### config.mk
export PLATFORM = sky130hd
export DESIGN_NAME = mem_access_unit
export DESIGN_NICKNAME = d
export VERILOG_FILES = /design/src/rtl/mem_access_unit.sv
export SDC_FILE = /design/constraint.sdc
export NUM_CORES = 1
export LEC_CHECK = 0
export ABC_AREA = 1
export BUFFER_PORTS_ARGS = -buffer_cell sky130_fd_sc_hd__buf_2
export CORE_ASPECT_RATIO = 0.9
export CORE_UTILIZATION = 53
export DETAILED_ROUTE_END_ITERATION = 6
export GPL_TIMING_DRIVEN = 0
export PLACE_DENSITY = 0.83
export SLEW_MARGIN = 0
export SYNTH_ARGS = -nofsm -noshare
export SYNTH_HDL_FRONTEND = slang
export SYNTH_SLANG_ARGS = --single-unit
### constraint.sdc
create_clock -name clk_i -period 2 [get_ports clk_i]
set_clock_uncertainty 0.2 [all_clocks]
set_input_delay 0.2 -clock clk_i [delete_from_list [all_inputs] [get_ports clk_i]]
set_output_delay 0.2 -clock clk_i [all_outputs]
set_load 0.05 [all_outputs]
### src/rtl/mem_access_unit.sv
// Load/store engine between the control FSM and a single-port word RAM without
// byte enables. One request at a time. Sub-word stores use read-modify-write.
// Loads return sign- or zero-extended data through a valid/ready response.
module mem_access_unit #(
  parameter int unsigned RAM_AW     = 12,
  parameter int unsigned RAM_RD_LAT = 1
) (
  input  logic              clk_i,
  input  logic              rst_ni,
  input  logic              req_valid_i,
  output logic              req_ready_o,
  input  logic              req_we_i,
  input  logic [2:0]        req_funct3_i,
  input  logic [31:0]       req_addr_i,
  input  logic [31:0]       req_wdata_i,
  output logic              rsp_valid_o,
  input  logic              rsp_ready_i,
  output logic [31:0]       rsp_rdata_o,
  output logic              rsp_err_o,
  output logic              ram_en_o,
  output logic              ram_we_o,
  output logic [RAM_AW-1:0] ram_addr_o,
  output logic [31:0]       ram_wdata_o,
  input  logic [31:0]       ram_rdata_i
);

  typedef enum logic [2:0] {StIdle, StRd, StRdWait, StWr, StResp} state_e;

  // Value of the wait counter in the last RD_WAIT cycle.
  localparam logic [1:0] LastWait = 2'(RAM_RD_LAT - 1);

  state_e            state_q;
  logic [RAM_AW+1:0] addr_q;
  logic [2:0]        funct3_q;
  logic              we_q;
  logic [15:0]       wdata_q;
  logic              err_q;
  logic [31:0]       rdata_q;
  logic [31:0]       ram_wdata_q;
  logic [1:0]        wait_q;

  logic              f3_legal;
  logic              misaligned;
  logic              req_bad;
  logic              is_sw;
  logic [7:0]        rd_byte;
  logic [15:0]       rd_half;
  logic [31:0]       load_ext;
  logic [31:0]       store_merge;

  // Address bits above the RAM window wrap silently.
  logic unused_addr;
  assign unused_addr = ^req_addr_i[31:RAM_AW+2];

  // Legality and alignment of the incoming request.
  always_comb begin
    if (req_we_i) begin
      f3_legal = req_funct3_i inside {3'b000, 3'b001, 3'b010};
    end else begin
      f3_legal = req_funct3_i inside {3'b000, 3'b001, 3'b010, 3'b100, 3'b101};
    end
    case (req_funct3_i[1:0])
      2'b01:   misaligned = req_addr_i[0];
      2'b10:   misaligned = |req_addr_i[1:0];
      default: misaligned = 1'b0;
    endcase
    req_bad = !f3_legal || misaligned;
    is_sw   = req_we_i && (req_funct3_i == 3'b010);
  end

  // Lane selection, load extension and sub-word store merge on the RAM read word.
  always_comb begin
    unique case (addr_q[1:0])
      2'b00: rd_byte = ram_rdata_i[7:0];
      2'b01: rd_byte = ram_rdata_i[15:8];
      2'b10: rd_byte = ram_rdata_i[23:16];
      2'b11: rd_byte = ram_rdata_i[31:24];
    endcase
    rd_half = addr_q[1] ? ram_rdata_i[31:16] : ram_rdata_i[15:0];

    case (funct3_q)
      3'b000:  load_ext = {{24{rd_byte[7]}}, rd_byte};
      3'b001:  load_ext = {{16{rd_half[15]}}, rd_half};
      3'b100:  load_ext = {24'h0, rd_byte};
      3'b101:  load_ext = {16'h0, rd_half};
      default: load_ext = ram_rdata_i;
    endcase

    store_merge = ram_rdata_i;
    if (funct3_q[0]) begin
      if (addr_q[1]) store_merge[31:16] = wdata_q;
      else           store_merge[15:0]  = wdata_q;
    end else begin
      unique case (addr_q[1:0])
        2'b00: store_merge[7:0]   = wdata_q[7:0];
        2'b01: store_merge[15:8]  = wdata_q[7:0];
        2'b10: store_merge[23:16] = wdata_q[7:0];
        2'b11: store_merge[31:24] = wdata_q[7:0];
      endcase
    end
  end

  // Control FSM with captured request and registered response/write data.
  always_ff @(posedge clk_i or negedge rst_ni) begin
    if (!rst_ni) begin
      state_q     <= StIdle;
      addr_q      <= '0;
      funct3_q    <= '0;
      we_q        <= 1'b0;
      wdata_q     <= '0;
      err_q       <= 1'b0;
      rdata_q     <= '0;
      ram_wdata_q <= '0;
      wait_q      <= '0;
    end else begin
      unique case (state_q)
        StIdle: begin
          if (req_valid_i) begin
            addr_q      <= req_addr_i[RAM_AW+1:0];
            funct3_q    <= req_funct3_i;
            we_q        <= req_we_i;
            wdata_q     <= req_wdata_i[15:0];
            err_q       <= req_bad;
            rdata_q     <= '0;
            // A full-word store needs no read, so its write data is ready now.
            ram_wdata_q <= req_wdata_i;
            if (req_bad) begin
              state_q <= StResp;
            end else if (is_sw) begin
              state_q <= StWr;
            end else begin
              state_q <= StRd;
            end
          end
        end
        StRd: begin
          wait_q  <= '0;
          state_q <= StRdWait;
        end
        StRdWait: begin
          if (wait_q == LastWait) begin
            if (we_q) begin
              ram_wdata_q <= store_merge;
              state_q     <= StWr;
            end else begin
              rdata_q <= load_ext;
              state_q <= StResp;
            end
          end else begin
            wait_q <= wait_q + 2'd1;
          end
        end
        StWr: begin
          state_q <= StResp;
        end
        StResp: begin
          if (rsp_ready_i) state_q <= StIdle;
        end
        default: state_q <= StIdle;
      endcase
    end
  end

  // Handshake and RAM strobes are pure state decodes so reset kills them at once.
  assign req_ready_o = (state_q == StIdle);
  assign rsp_valid_o = (state_q == StResp);
  assign ram_en_o    = (state_q == StRd) || (state_q == StWr);
  assign ram_we_o    = (state_q == StWr);
  assign ram_addr_o  = addr_q[RAM_AW+1:2];
  assign ram_wdata_o = ram_wdata_q;
  assign rsp_rdata_o = rdata_q;
  assign rsp_err_o   = err_q;

endmodule

==> impl_metrics.env <==
export IMPL_status="completed"
export IMPL_worst_endpoint_arrival_ns=2.00
export IMPL_maxClockFrequency_ghz=0.526
export IMPL_final_nets=1209
export IMPL_place_hpwl_microns=14600
export IMPL_gr_total_overflow=0
export IMPL_post_route_min_period_ns=1.90
export IMPL_postRouteAntennaNets=0
export IMPL_die_height_microns=105
export IMPL_maxSlewHeadroom=0.630
export IMPL_worstRegToRegCells=6
export IMPL_grt_first_pass_wirelength_microns=31700
export IMPL_floorplan_io_pins=185
export IMPL_slew_violations=0
export IMPL_final_setup_worst_slack_ns=0.0977
export IMPL_tritoncts_num_buffers=9
export IMPL_number_of_cells_traversed_by_the_worst_hold_path=5
export IMPL_synth_cell_type_count=33
export IMPL_clock_tree_from_tritoncts="done"
export IMPL_path_delay_family="buffers and inverters"
export IMPL_post_drt_wl_per_cell_microns=15.9
export IMPL_finalCritPeriodShare=0.951
export IMPL_clock_sink_count=104
export IMPL_timing_critical_path_cells="inv_2, buf_1, a21oi_1, o21ai_0, nand3_1, nand2_1"
export IMPL_worst_path_max_fanout=10
export IMPL_clockRootBuffer="sky130_fd_sc_hd__clkbuf_16"
export IMPL_area_growth_synth_to_final_pct=29.7
export IMPL_cts_max_path_buffers=2
export IMPL_hold_class="input port to flop"
export IMPL_clock_tree_htree_level_count=3
export IMPL_timing_worst_setup_path_type="flop to flop"
export IMPL_fin_util=0.711
export IMPL_worst_r2r_setup_slack_ns=0.1
export IMPL_end_kind="flop"
export IMPL_critical_path_buf_inv_count=2
export IMPL_floorplan_die_width_microns=117
export IMPL_setup_viol=0
export IMPL_rr_startpoint="addr_q[1]"
export IMPL_clkSlewWorstSetupHoldPaths_ns=0.06
export IMPL_holdPathEnd="rsp_rdata_o[14]"
export IMPL_total_die_area_sq_um=12300
export IMPL_grt_antenna_before_repair=0
export IMPL_grt_pass1_vias=6317
export IMPL_number_of_setup_buffers_added_after_cts=0
export IMPL_worst_slew_pin_slew_ns=0.555
export IMPL_synthTopCellsByArea="sky130_fd_sc_hd__dfrtp_1, sky130_fd_sc_hd__nand2_1, sky130_fd_sc_hd__nand3_1"
export IMPL_synth_largest_type_area_fraction=0.414
export IMPL_yosysWarningCount=0
export IMPL_core_area_sq_um=11500
export IMPL_maxCapViolCount=0
export IMPL_route_detailed_vias_per_inst=5.40
export IMPL_end_of_the_worst_register_to_register_path="rsp_rdata_o[5]"
export IMPL_yosys_area_top_type="sky130_fd_sc_hd__dfrtp_1"
export IMPL_syn_avg_cell_area_sq_um=7.20
export IMPL_critical_path_startpoint_type="flop"
export IMPL_ir_drop_mv=1.22
export IMPL_initial_utilization=0.548
export IMPL_number_of_storage_elements_in_the_synthesis_netlist=104
export IMPL_maximum_number_of_pins_on_one_net_before_global_route_repair=64
export IMPL_place_gp_congestion=0.940
export IMPL_pre_cts_slack_ns=0.0485
export IMPL_postSynthNetCount=981
export IMPL_dr_pass1_iters=5
export IMPL_timing_critical_path_slowest_cell_delay_ns=0.42
export IMPL_detail_route_drc_violations=0
export IMPL_clock_latency_ns=0.36
export IMPL_worst_hold_startpoint="ram_rdata_i[14]"
export IMPL_drt_iter0_markers=581
export IMPL_data_required_critical_path_ns=2.09
export IMPL_port_buffer_count=166
export IMPL_share_of_final_layout_standard_cells_stronger_than_drive_strength_1=0.249
export IMPL_setup_repair_after_global_routing_missed_its_margin="no"
export IMPL_crit_path_top_delay_cell="sky130_fd_sc_hd__dfrtp_1"
export IMPL_timing_hold_violations_final=0
export IMPL_netlist_instances=873
export IMPL_yosysSeqAreaShare=0.414
export IMPL_detail_route_wirelength_microns=20100
export IMPL_core_rowCount=37
export IMPL_power_per_cell_area_nw_per_um2=1730
export IMPL_grtUsageTotal=0.338
export IMPL_synth_area_sq_um=6290
export IMPL_leakagePower_nw=4.53
export IMPL_routed_via_count=6815
[power by group]
group / internal (mW) / switching (mW)
Clock: 0.958 / 0.786
Sequential: 2.93 / 0.532
Combinational: 2.59 / 6.29
Total: 6.48 / 7.60
[synth_stat cells (all sizes together)]
library cell	instances
nand2	311
nand3	106
dfrtp	104
inv	76
a21oi	58
o21ai	56
buf	50
nor2	47
o211ai	21
mux2	13
clkbuf	9
or2	9
ha	4
nand4	3
nor3	3
and2	1
o21a	1
o21bai	1
[per-stage QoR]
stage               std cells  instance area [sq um]  power (mW)  TNS, ns  hold WS [ns]
floorplan                 873                   6300        9.96        0        -0.296
global placement         1195                   7330        11.9   -63.45         0.212
detailed placement       1196                   7360        12.1        0        0.0291
CTS                      1261                   8140        13.9        0        0.0104
global route             1261                   8160        15.0        0        0.0439
finish                   1262                   8160        14.1        0        0.0253
[kinds of logic after synthesis]
group,after synthesis,synth area share
AOI/OAI and AO/OA,137,0.118
adders and majority gates,4,0.00796
buffers and inverters,135,0.105
DFF,104,0.414
muxes,13,0.0233
and+or+nand+nor,480,0.332
[layout make-up]
class / instances / area, sq um
Antenna cell: 1 / 2.50
Buffer: 59 / 377
Clock buffer: 9 / 225
Clock inverter: 6 / 61.3
Fill cell: 1006 / 3320
Inverter: 76 / 290
Multi-Input combinational cell: 634 / 3040
Sequential cell: 104 / 2600
Tap cell: 156 / 195
Timing Repair Buffer: 217 / 1360
[how the worst max path moves through the flow]
stage                     from              end  slack [ns]  cells past startpoint
floorplan           state_q[1]       state_q[1]        0.15                      4
global placement        rst_ni        addr_q[6]       -0.62                      1
detailed placement  state_q[2]  ram_wdata_o[31]        0.05                      7
CTS                 state_q[2]  ram_wdata_o[31]        0.05                      7
global route        state_q[2]   ram_wdata_o[0]        0.01                      8
finish               addr_q[1]   rsp_rdata_o[5]         0.1                      6
[layout by cell type, fill, tap and decap left out, drive strengths merged]
cell type / synthesis / final
o21a: 1 / 1
dlygate4sd3: 0 / 50
nand4: 3 / 3
nor2: 47 / 47
dfrtp: 104 / 104
mux2: 13 / 13
diode: 0 / 1
o21ai: 56 / 56
inv: 76 / 76
clkinvlp: 0 / 1
nand3: 106 / 106
nand2: 311 / 311
ha: 4 / 4
or2: 9 / 9
nor3: 3 / 3
bufinv: 0 / 1
a21oi: 58 / 58
and2: 1 / 1
buf: 50 / 215
o21bai: 1 / 1
o211ai: 21 / 21
clkbuf: 9 / 20
clkinv: 0 / 4
[flip-flops by register name, indices dropped and copies added (netlist names)]
| name | flops |
|---|---|
| funct3_q | 3 |
| wait_q | 2 |
| rsp_rdata_o | 32 |
| ram_wdata_o | 32 |
| addr_q | 14 |
| wdata_q | 16 |
| rsp_err_o | 1 |
| state_q | 3 |
| we_q | 1 |
[routing by layer]
layer  routed length [microns]  track usage  vias up  part of all wire
met5                         0            0        -                 0
met4                       507        0.111        0             0.025
met3                      1970       0.0638       42             0.098
met2                      9140        0.546      372              0.45
met1                      8470        0.455     3129              0.42
li1                          -            -     3272                 -
[worst reg2reg max path: cells and delay by family, from the launching register on]
kind / cells / cell delay [ns]
DFF: 1 / 0.42
and+or+nand+nor: 2 / 0.21
AOI/OAI and AO/OA: 2 / 0.44
buffers and inverters: 2 / 0.57
[what timing repair did]
item | in CTS | in global routing
gates resized for setup | 0 | 6
hold buffers | 50 | 0
endpoints found under the hold margin | 104 | 0
endpoints found under the setup margin | 0 | 14
Note: power is estimated with default switching activity, not from simulation.
